--- config.mk ---
export PLATFORM = sky130hd
export DESIGN_NAME = arbitro_mux
export DESIGN_NICKNAME = d
export VERILOG_FILES = /design/src/rtl/arbitro_mux.sv
export SDC_FILE = /design/constraint.sdc
export NUM_CORES = 1
export LEC_CHECK = 0
export ABC_AREA = 1
export BUFFER_PORTS_ARGS = -buffer_cell sky130_fd_sc_hd__buf_2
export CAP_MARGIN = 15
export CELL_PAD_IN_SITES_DETAIL_PLACEMENT = 1
export CELL_PAD_IN_SITES_GLOBAL_PLACEMENT = 2
export CORE_MARGIN = 10
export CORE_UTILIZATION = 28
export CTS_CLUSTER_DIAMETER = 100
export CTS_CLUSTER_SIZE = 30
export DETAILED_ROUTE_END_ITERATION = 8
export PLACE_DENSITY = 0.95
export SETUP_SLACK_MARGIN = 0.2
export SYNTH_ARGS = -nofsm -noshare
export SYNTH_HDL_FRONTEND = slang
export SYNTH_SLANG_ARGS = --single-unit
--- constraint.sdc ---
create_clock -name clk -period 4.4 [get_ports clk]
set_input_delay 0.44 -clock clk [delete_from_list [all_inputs] [get_ports clk]]
set_output_delay 0.44 -clock clk [all_outputs]
set_load 0.01 [all_outputs]
--- src/rtl/arbitro_mux.sv ---
// Round-robin arbiter driving a shared 4:1 registered mux; the winner owns the
// mux for up to MAX_TURNO captured beats, or until it drops its request.
module arbitro_mux #(
   parameter int N         = 7,
   parameter int MAX_TURNO = 4
) (
   input  logic         clk,
   input  logic         reset,
   input  logic [3:0]   req,
   input  logic [N:0]   a,
   input  logic [N:0]   b,
   input  logic [N:0]   c,
   input  logic [N:0]   d,
   input  logic         rs,
   input  logic         set,
   output logic [3:0]   grant,
   output logic [1:0]   selector,
   output logic [N:0]   salida,
   output logic         valida
);

   localparam logic [3:0] L_MAX = 4'(MAX_TURNO);

   typedef enum logic {
      IDLE  = 1'b0,
      SERVE = 1'b1
   } state_t;

   state_t       r_state,    w_state_next;
   logic [1:0]   r_puntero,  w_puntero_next;
   logic [3:0]   r_contador, w_contador_next;
   logic [3:0]   r_grant,    w_grant_next;
   logic [1:0]   r_selector, w_selector_next;
   logic [N:0]   r_salida,   w_salida_next;
   logic         r_valida,   w_valida_next;

   logic [1:0]   w_cand [4];
   logic [3:0]   w_hit;
   logic [1:0]   w_winner;
   logic [N:0]   w_dato_sel;
   logic [3:0]   w_cont_inc;

   // Candidate k is the k-th index in round-robin order starting at puntero.
   genvar gi;
   generate
      for (gi = 0; gi < 4; gi++) begin : g_cand
         assign w_cand[gi] = r_puntero + 2'(gi);
         assign w_hit[gi]  = req[w_cand[gi]];
      end
   endgenerate

   always_comb begin
      w_winner = w_cand[0];
      for (int k = 3; k >= 0; k--) begin
         if (w_hit[k]) begin
            w_winner = w_cand[k];
         end
      end
   end

   always_comb begin
      w_dato_sel = a;
      case (r_selector)
         2'd0:    w_dato_sel = a;
         2'd1:    w_dato_sel = b;
         2'd2:    w_dato_sel = c;
         default: w_dato_sel = d;
      endcase
   end

   assign w_cont_inc = r_contador + 4'd1;

   always_comb begin
      w_state_next    = r_state;
      w_puntero_next  = r_puntero;
      w_contador_next = r_contador;
      w_grant_next    = r_grant;
      w_selector_next = r_selector;
      w_salida_next   = r_salida;
      w_valida_next   = 1'b0;

      // rs/set overrides touch only the output word; arbitration stays frozen.
      if (rs) begin
         w_salida_next = '0;
      end else if (set) begin
         w_salida_next = '1;
      end else begin
         case (r_state)
            IDLE: begin
               if (|req) begin
                  w_state_next    = SERVE;
                  w_grant_next    = 4'b0001 << w_winner;
                  w_selector_next = w_winner;
                  w_contador_next = 4'd0;
               end
            end
            SERVE: begin
               if (req[r_selector]) begin
                  w_salida_next   = w_dato_sel;
                  w_valida_next   = 1'b1;
                  w_contador_next = w_cont_inc;
               end
               if (!req[r_selector] || (w_cont_inc == L_MAX)) begin
                  w_state_next   = IDLE;
                  w_grant_next   = 4'b0000;
                  w_puntero_next = r_selector + 2'd1;
               end
            end
            default: begin
               w_state_next = IDLE;
               w_grant_next = 4'b0000;
            end
         endcase
      end
   end

   always_ff @(posedge clk or posedge reset) begin
      if (reset) begin
         r_state    <= IDLE;
         r_puntero  <= 2'd0;
         r_contador <= 4'd0;
         r_grant    <= 4'b0000;
         r_selector <= 2'd0;
         r_salida   <= '0;
         r_valida   <= 1'b0;
      end else begin
         r_state    <= w_state_next;
         r_puntero  <= w_puntero_next;
         r_contador <= w_contador_next;
         r_grant    <= w_grant_next;
         r_selector <= w_selector_next;
         r_salida   <= w_salida_next;
         r_valida   <= w_valida_next;
      end
   end

   assign grant    = r_grant;
   assign selector = r_selector;
   assign salida   = r_salida;
   assign valida   = r_valida;

endmodule

==> results.py, run 1 <==
metrics = {
    "outcome": {
        "run_status": "completed",
    },
    "clock_tree": {
        "numCtsBuffers": 3,
        "cts_tree": "built",
        "holdBufCountCts": 0,
        "cts_resized": 0,
        "post-cts-setup-buffers": 0,
        "clk_latency_ps": 270,
        "cts-htree-levels": 1,
        "clkTransAtPathRegs_ps": 90,
        "clockBufferDepth": 2,
        "cts.sinks": 22,
        "ctsRootBufferMaster": "clkbuf_8",
    },
    "placement": {
        "dp.cells": 331,
        "port_buffers": 54,
        "dp_hpwl_um": 3930,
        "dp_worst_setup_slack_ps": 2700,
        "place_congestion": 0.719,
    },
    "sta": {
        "finalMaxSlewViolations": 0,
        "rsz0062_at_grt": "no",
        "timing.hold.ws_ps": 326,
        "fin_crit_sh_pct": 37.9,
        "setup_viol": 0,
        "period_needed_ps": 1670,
        "fin_worst_skew_ps": 13.9,
        "slew-limit-headroom_pct": 44.3,
        "setup_ws_ps": 2730,
        "finalSetupTns_ps": 0,
        "fmax_ghz": 0.600,
        "hold_viol": 0,
        "tightest_slew_ps": 834,
    },
    "synth": {
        "ys_warn_count": 0,
        "synth_largest_area_cell": "dfrtp_1",
        "synth_area_leaders": "dfrtp_1 (36%), nand2_1 (19%), nand3_1 (9.1%)",
        "synthesis.nets": 262,
        "ys_seq_elements": 22,
        "synth-seq-area-share_pct": 35.6,
        "syn_inst": 216,
        "synth_cell_types": 23,
        "synth_area_um2": 1550,
        "avgSynthCellArea_um2": 7.15,
        "yosys.area.top_type_share_pct": 35.6,
    },
    "worst_setup_path": {
        "cp_top_family": "flip-flops",
        "crit_buf_inv": 1,
        "critPathCapture": "salida[2]$_DFFE_PP0P_",
        "crit_path_start_kind": "flip-flop",
        "r2r_slack_ps": 2730,
        "crit_required_ps": 4550,
        "endpoint_kind": "flip-flop",
        "cp_slowest_stage_delay_ps": 450,
        "reg2reg_from": "selector[1]$_DFFE_PP0P_",
        "path_depth": 6,
        "crit_arrival_ps": 1820,
        "crit_type": "reg -> reg",
        "cp_max_fo": 8,
        "rr_endpoint": "salida[2]$_DFFE_PP0P_",
        "cp-startpoint": "selector[1]$_DFFE_PP0P_",
        "reg2reg_depth": 6,
        "path_cells": "inv_1 > ha_1 > nand2_1 > nand3_1 > a21boi_0 > o31ai_1",
        "cpMaxStageDelayCell": "dfrtp_1",
    },
    "routing": {
        "vias_per_cell": 4.75,
        "drt_wl_total_um": 4710,
        "initialDrtViolationCount": 21,
        "firstDrtPassIters": 4,
        "wl_per_cell_um": 14.0,
        "drc": 0,
        "num_vias": 1590,
        "ant_nets": 0,
    },
    "final_layout": {
        "finalNetCount": 312,
        "fillers": 701,
        "syn2layout_area_growth_pct": 24.5,
        "layout-drive-gt1-share_pct": 26.4,
        "instances_no_fill": 335,
        "n_antenna_cell": 0,
    },
    "floorplanning": {
        "start_util_pct": 29.5,
        "core_area_um2": 5240,
        "rows": 26,
        "io_pins": 55,
        "dieArea_um2": 8890,
        "die_h_um": 94.3,
        "fp.dieW_um": 94.3,
    },
    "grt": {
        "overflow": 0,
        "antenna_found_initial": 0,
        "grt_pass1_wl_um": 8030,
        "grt_max_degree": 23,
        "grtUsageTotal_pct": 10.8,
        "grt_pass1_vias": 1736,
    },
    "power": {
        "p_leak_uw": 0.00108,
        "irDropWorstVdd_mv": 0.248,
        "pwr_density_cell_nw_per_um2": 607,
    },
    "worst_hold_path": {
        "hold_class": "in -> async",
    },
    "job": {
        "cap_violations": 0,
    },
}
per-stage QoR:
| step | utilization [%] | total power, µW | cell area [µm²] |
|---|---|---|---|
| finish | 36.7 | 1170 | 1920 |
| global route | 36.7 | 1300 | 1920 |
| CTS | 36.7 | 1190 | 1920 |
| detailed placement | 35.4 | 999 | 1850 |
| global placement | 35.4 | 984 | 1850 |
| floorplan | - | 803 | 1550 |
logic make-up (layout without fill, tap and decap cells):
logic type / Yosys count / count (layout) / share of synthesized area [%]
AO/OA/AOI/OAI: 35 / 35 / 15.0
adder cells (fa/ha/maj): 6 / 6 / 4.86
buffers and inverters: 30 / 79 / 8.74
XOR/XNOR: 2 / 2 / 1.13
flip-flops: 22 / 22 / 35.6
AND/OR/NAND/NOR: 121 / 121 / 34.7
Yosys cell counts (all sizes together):
cell type	instances
a21oi	11
o21ai	7
nor2	6
nand4	4
o31ai	8
clkbuf	5
nand3	29
inv	21
ha	6
xor2	2
dfrtp	22
nand2	82
buf	4
a21boi	9
per-layer routing:
layer  track usage, %  part of all wire [%]  vias up
li1                 -                     -      801
met1             12.4                    44      753
met2             19.7                    50       34
met3             3.68                   6.0        2
met4            0.633                  0.15        0
met5                0                     0        -
worst min-delay path by stage:
| stage | endpoint | slack (ps) | depth (start not counted) |
|---|---|---|---|
| after floorplan | grant[0]$_DFFE_PP0P_ | 430 | 1 |
| after global placement | salida[6]$_DFFE_PP0P_ | 470 | 2 |
| after detailed placement | salida[4]$_DFFE_PP0P_ | 480 | 2 |
| after CTS | salida[3]$_DFFE_PP0P_ | 370 | 2 |
| after global routing | salida[3]$_DFFE_PP0P_ | 410 | 2 |
| final | salida[3]$_DFFE_PP0P_ | 330 | 2 |
report_power, final:
group	internal (µW)	leakage [µW]	total [µW]	switching [µW]
registers	276	0.000281	362	85.5
clock network	121	0.0000357	187	65.8
logic	224	0.000760	618	394
sequential cells by signal (all words and copies together), names as in the netlist:
signal and flops:
r_contador 4, salida 8, r_state 1, valida 1
r_puntero 2, selector 2, grant 4
area by class of cell:
class                           count  area, µm²  area share, %
Clock buffer                        3       41.3           2.15
Timing Repair Buffer               54        270           14.1
Sequential cell                    22        551           28.6
Multi-Input combinational cell    164        860           44.7
Tap cell                           70       87.6           4.55
Inverter                           21       83.8           4.36
Clock inverter                      1       30.0           1.56
placed cells by master (no fill, tap or decap), drive strengths merged:
master  instances
a21oi          11
o21ai           7
nand2          82
ha              6
bufinv          1
nand3          29
xor2            2
clkbuf          3
o31ai           8
buf            54
nor2            6
nand4           4
inv            21
a21boi          9
dfrtp          22
Note: power is estimated with default switching activity, not from simulation.
==> run 2, diff against run 1 <==
Settings changed: ABC_AREA 1 to 0, CORE_UTILIZATION 28 to 25, PLACE_DENSITY 0.95 to 0.87.
Clock period 4.4 ns to 1.35 ns, I/O delays scaled along.
==> run 2 against run 1 <==
The run now ends with negative setup slack left; total power grew to 3.4 times the previous value; via count is 7.5% lower; first-iteration DRC count is 48% higher; sequential power grew to 3.1 times the previous value; cell area is 16% higher.
==> results.py, run 2 <==
metrics = {
    "placement": {
        "place_area_um2": 2000,
        "dp_hpwl_um": 4030,
        "port_buffers": 54,
        "place_congestion": 0.820,
    },
    "routing": {
        "num_vias": 1471,
        "routed.top_layer": "met4",
        "dr_wl_met3_um": 446,
        "drc": 0,
        "routed-wl-met2_um": 2410,
        "ant_nets": 0,
        "drt_wl_total_um": 5000,
        "initialDrtViolationCount": 31,
        "wl_per_cell_um": 16.3,
        "firstDrtPassIters": 3,
        "vias_per_cell": 4.81,
        "wl_met1_um": 2100,
    },
    "synth": {
        "synth_flop_cell": "dfrtp_1",
        "synth_cell_types": 37,
        "synth-edff-count": 0,
        "ys_warn_count": 0,
        "avgSynthCellArea_um2": 9.49,
        "synth_commonest_cells": "nand2_1 (27), dfrtp_1 (22), nor2_1 (14)",
        "synth_most_common_cell": "nand2_1",
        "async_reset_ff_share_pct": 100,
        "yosys.area.top_type_share_pct": 40.9,
        "syn_inst": 142,
        "ys_seq_elements": 22,
        "synth_area_um2": 1350,
        "synth-seq-area-share_pct": 40.9,
        "synth_largest_area_cell": "dfrtp_1",
        "synthesis.nets": 188,
        "synth_area_leaders": "dfrtp_1 (41%), nand2_1 (7.5%), ha_1 (5.6%)",
    },
    "final_layout": {
        "layout-drive-gt1-share_pct": 55.1,
        "largest_reg_flops": 8,
        "syn2layout_area_growth_pct": 65.9,
        "finalNetCount": 283,
        "final_common_cell": "buf_2",
        "n_antenna_cell": 0,
        "fillers": 615,
        "final_area_um2": 2240,
        "final_cell_mix": "buf_2 (53), buf_4 (35), nand2_1 (26), dfrtp_1 (20), nor2_1 (14)",
        "postLayoutCoreUtil_pct": 43.2,
    },
    "grt": {
        "grt_pass1_vias": 1579,
        "grtUsageTotal_pct": 11.5,
        "antenna_found_initial": 0,
        "grt_max_degree": 23,
        "grt_pass1_wl_um": 8100,
        "overflow": 0,
    },
    "power": {
        "combPwrFrac_pct": 60.2,
        "irDropWorstVdd_mv": 0.939,
        "power_switching_uw": 1510,
        "p_seq_share_pct": 29.0,
        "p_leak_uw": 0.00113,
        "switching_share_pct": 38.6,
        "p_int_uw": 2410,
        "pwr-share-clk_pct": 10.9,
        "pwr_density_cell_nw_per_um2": 1750,
    },
    "sta": {
        "fmax_ghz": 0.587,
        "setup_viol": 20,
        "timing.hold.ws_ps": 156,
        "fin_worst_skew_ps": 2.46,
        "tightest_slew_ps": 424,
        "finalSetupTns_ps": -5570,
        "fin_crit_sh_pct": 126,
        "setup_ws_ps": -352,
        "slew-limit-headroom_pct": 71.7,
        "finalMaxSlewViolations": 0,
        "hold_viol": 0,
        "rsz0062_at_grt": "yes",
        "period_needed_ps": 1700,
    },
    "clock_tree": {
        "clockBufferDepth": 2,
        "ctsRootBufferMaster": "clkbuf_8",
        "numCtsBuffers": 3,
        "cts-htree-levels": 1,
        "clk_latency_ps": 270,
        "cts.sinks": 22,
        "clkTransAtPathRegs_ps": 80,
        "cts_tree": "built",
    },
    "worst_hold_path": {
        "hold_class": "in -> reg",
    },
    "worst_setup_path": {
        "r2r_slack_ps": -350,
        "endpoint_kind": "flip-flop",
        "crit_required_ps": 1500,
        "crit_type": "reg -> reg",
        "crit_arrival_ps": 1850,
        "cp_max_fo": 8,
        "crit_path_start_kind": "flip-flop",
    },
    "floorplanning": {
        "fp.dieW_um": 93.4,
        "core_area_um2": 5170,
        "die_h_um": 93.4,
        "io_pins": 55,
        "dieArea_um2": 8730,
        "rows": 26,
        "start_util_pct": 26.1,
    },
    "job": {
        "cap_violations": 0,
    },
    "outcome": {
        "violations": "negative setup slack",
        "run_status": "finished with violations",
    },
}
## run 2: power by group through the flow
stage | Clock [µW] | Combinational (µW) | Sequential (µW)
after detailed placement | 0 | 2050 | 1140
after global routing | 481 | 2600 | 1180
after global placement | 0 | 1990 | 1120
after floorplan | 0 | 896 | 1210
final | 426 | 2360 | 1140
after CTS | 451 | 2170 | 1130
## run 2: final cells by class
class                           count  area [µm²]  share of cell area [%]
Clock buffer                        4        45.0                    2.01
Tap cell                           70        87.6                    3.92
Timing Repair Buffer               97         659                    29.5
Inverter                            8        30.0                    1.34
Sequential cell                    22         553                    24.7
Multi-Input combinational cell    105         861                    38.5
## run 2: path summary, 6_finish.rpt
check	start	to	depth (start not counted)
setup / recovery	selector[1]$_DFFE_PP0P_	salida[2]$_DFFE_PP0P_	5
hold reg to reg	salida[6]$_DFFE_PP0P_	salida[6]$_DFFE_PP0P_	2
max in group asynchronous	reset	selector[1]$_DFFE_PP0P_	4
hold / removal	d[6]	salida[6]$_DFFE_PP0P_	3
setup reg to reg	selector[1]$_DFFE_PP0P_	salida[2]$_DFFE_PP0P_	5
min in group asynchronous	reset	salida[7]$_DFFE_PP0P_	4
## run 2: layer usage
layer / vias to the layer above / global-route usage [%]
li1: 712 / -
met1: 708 / 13.7
met2: 46 / 18.7
met3: 5 / 4.16
met4: 0 / 4.11
met5: - / 0
## run 2: what timing repair did
action / 4_1_cts / 5_1_grt
cloned: 0 / 1
buffers inserted: 2 / 0
gates resized for setup: 12 / 19
pin swaps: 7 / 4
hold buffers: 1 / 0
setup endpoints to repair: 23 / 23
endpoints found under the hold margin: 22 / 0
## run 2: cells by family after synthesis
logic type / count (synthesis) / share of synthesized area (%)
mux: 5 / 5.01
buf+inv: 15 / 4.83
simple gates: 56 / 20.1
flops: 22 / 40.9
fa+ha+maj: 6 / 5.57
compound gates: 38 / 23.7
## run 2: per-stage QoR
step / setup slack [ps] / total power, µW / instances
floorplan: -347 / 2110 / 142
global placement: -294 / 3110 / 298
detailed placement: -381 / 3190 / 298
CTS: -339 / 3750 / 305
global route: -440 / 4260 / 306
finish: -352 / 3920 / 306
## run 2: critical path: stages (launching register included)
cell and delay, ps:
dfrtp_2 390, mux4_2 570, buf_6 150, a21boi_4 190, clkbuf_16 200, o41ai_1 80
==> run 3, diff against run 2 <==
Settings changed: CELL_PAD_IN_SITES_GLOBAL_PLACEMENT 2 to 1, CORE_UTILIZATION 25 to 31, PLACE_DENSITY 0.87 to 0.85.
==> run 3 against run 2 <==
The flow still finishes with violations (negative setup slack); via count about the same; flip-flop and latch count unchanged; clock power up 14%; sequential power about the same; total power about the same; first-iteration DRC count up 55%; setup slack worse by 3.6 ps; combinational power down 4%; critical path depth down 1; core utilization up 9.3 points; register-to-register slack about the same; final cell count down 8.8%; largest cell class unchanged; largest power group unchanged.
==> results.py, run 3 (same netlist as run 2, synthesis figures left out) <==
metrics = {
    "floorplanning": {
        "rows": 23,
        "die_h_um": 85.9,
        "core_area_um2": 4120,
        "io_pins": 55,
        "start_util_pct": 32.7,
        "dieArea_um2": 7380,
        "fp.dieW_um": 85.9,
    },
    "worst_setup_path": {
        "reg2reg_depth": 4,
        "endpoint_kind": "flip-flop",
        "reg2reg_from": "selector[1]$_DFFE_PP0P_",
        "cpMaxStageDelayCell": "mux4_2",
        "rr_endpoint": "r_puntero[1]$_DFFE_PP0P_",
        "cp_slowest_stage_delay_ps": 560,
        "crit_type": "reg -> reg",
        "crit_arrival_ps": 1870,
        "cp_max_fo": 6,
        "r2r_slack_ps": -360,
        "path_cells": "mux4_2 > nor4_4 > nor2_4 > mux2_4",
        "crit_path_start_kind": "flip-flop",
        "crit_required_ps": 1510,
    },
    "power": {
        "power_switching_uw": 1570,
        "total_power_uw": 3920,
        "combPwrFrac_pct": 57.8,
        "p_seq_share_pct": 29.8,
        "irDropWorstVdd_mv": 0.815,
        "pwr-share-clk_pct": 12.4,
        "p_int_uw": 2350,
        "pwr_density_cell_nw_per_um2": 1820,
        "switching_share_pct": 40.0,
        "p_leak_uw": 0.00108,
    },
    "final_layout": {
        "fillers": 491,
        "syn2layout_area_growth_pct": 60.3,
        "seqCellArea_um2": 556,
        "final_cell_mix": "buf_2 (53), buf_4 (28), nand2_1 (27), dfrtp_1 (18), nor2_1 (14)",
        "largest_reg_flops": 8,
        "final_common_cell": "buf_2",
        "postLayoutCoreUtil_pct": 52.5,
        "multi_input_area_um2": 863,
        "n_antenna_cell": 0,
        "layout-drive-gt1-share_pct": 54.6,
        "finalNetCount": 276,
        "instances_no_fill": 279,
    },
    "clock_tree": {
        "cts.sinks": 22,
        "cts_tree": "built",
        "ctsRootBufferMaster": "clkbuf_8",
        "numCtsBuffers": 3,
        "cts-htree-levels": 1,
        "clk_latency_ps": 270,
        "clkTransAtPathRegs_ps": 80,
        "clockBufferDepth": 2,
    },
    "sta": {
        "fin_worst_skew_ps": 1.29,
        "fmax_ghz": 0.586,
        "hold_viol": 0,
        "setup_ws_ps": -356,
        "rsz0062_at_grt": "yes",
        "period_needed_ps": 1710,
        "tightest_slew_ps": 305,
        "slew-limit-headroom_pct": 79.4,
        "setup_viol": 20,
        "fin_crit_sh_pct": 126,
        "finalMaxSlewViolations": 0,
    },
    "grt": {
        "grt_pass1_wl_um": 8400,
        "grt_pass1_vias": 1690,
        "antenna_found_initial": 0,
        "grt_max_degree": 23,
        "grtUsageTotal_pct": 13.8,
        "overflow": 0,
    },
    "routing": {
        "ant_nets": 0,
        "num_vias": 1472,
        "firstDrtPassIters": 4,
        "drc": 0,
        "wl_per_cell_um": 19.0,
        "drt_wl_total_um": 5300,
        "initialDrtViolationCount": 48,
        "vias_per_cell": 5.28,
    },
    "placement": {
        "port_buffers": 54,
        "dp_worst_setup_slack_ps": -330,
        "place_congestion": 0.783,
        "dp_hpwl_um": 4050,
        "dp.cells": 269,
    },
    "outcome": {
        "violations": "negative setup slack",
        "run_status": "finished with violations",
    },
    "worst_hold_path": {
        "worstHoldStart": "d[4]",
        "hold_class": "in -> reg",
        "hold_depth": 3,
        "holdPathEnd": "salida[4]$_DFFE_PP0P_",
    },
    "job": {
        "cap_violations": 0,
    },
}
==> run 3: cell types whose count changed in the layout (fill, tap and decap cells not counted), moves of 3 or more <==
cell,before,now
o41ai_1,3,7
ha_2,5,1
o41ai_2,4,1
ha_4,0,3
buf_4,35,28
o21ai_2,0,3
==> run 3: metrics by stage <==
stage	instance area (µm²)	hold slack [ps]	setup TNS, ps
floorplan	1360	124	-4680
global placement	1910	197	-3490
detailed placement	1910	199	-4590
CTS	2050	159	-5270
global route	2160	173	-6900
finish	2160	155	-5340
==> run 3: metal layers <==
layer  global-route usage [%]  share of wire (%)  vias to the layer above
met3                     4.92                8.2                        7
li1                         -                  -                      698
met2                     24.3                 49                       56
met5                        0                  0                        -
met4                     3.29                1.2                        0
met1                     15.4                 41                      711
==> run 3: how the worst max path moves through the flow <==
stage | cells past startpoint | slack, ps | startpoint | to
after floorplan | 4 | -350 | selector[1]$_DFFE_PP0P_ | r_puntero[1]$_DFFE_PP0P_
after global placement | 4 | -280 | selector[1]$_DFFE_PP0P_ | r_puntero[1]$_DFFE_PP0P_
after detailed placement | 4 | -330 | selector[1]$_DFFE_PP0P_ | r_puntero[1]$_DFFE_PP0P_
after CTS | 4 | -330 | selector[1]$_DFFE_PP0P_ | r_puntero[1]$_DFFE_PP0P_
after global routing | 6 | -420 | r_contador[0]$_DFFE_PP0P_ | r_puntero[1]$_DFFE_PP0P_
final | 4 | -360 | selector[1]$_DFFE_PP0P_ | r_puntero[1]$_DFFE_PP0P_
==> run 3: power groups by stage <==
stage               Clock (µW)  Sequential (µW)  Combinational [µW]
detailed placement           0             1140                1870
finish                     486             1170                2270
global placement             0             1110                1790
global route               529             1210                2490
CTS                        497             1140                2070
floorplan                    0             1210                 896
==> run 3: critical path, delay by kind of cell, from the launching register on <==
| kind | cells | cell delay [ps] |
|---|---|---|
| simple gates | 2 | 350 |
| flops | 1 | 380 |
| mux | 2 | 870 |
==> run 3: timing repair <==
| action | in CTS | in global routing |
|---|---|---|
| hold buffers | 1 | 0 |
| pin swaps | 8 | 4 |
| buffers inserted | 4 | 1 |
| hold endpoints to repair | 22 | 0 |
| setup endpoints to repair | 23 | 24 |
| resized for setup | 15 | 21 |
==> run 3: area by class of cell <==
cell class	instances	share of cell area, %
multi-input cells	105	40.0
repair buffers	90	27.5
flip-flops and latches	22	25.7
well taps	50	2.90
clock buffers	4	2.55
inverters	8	1.39
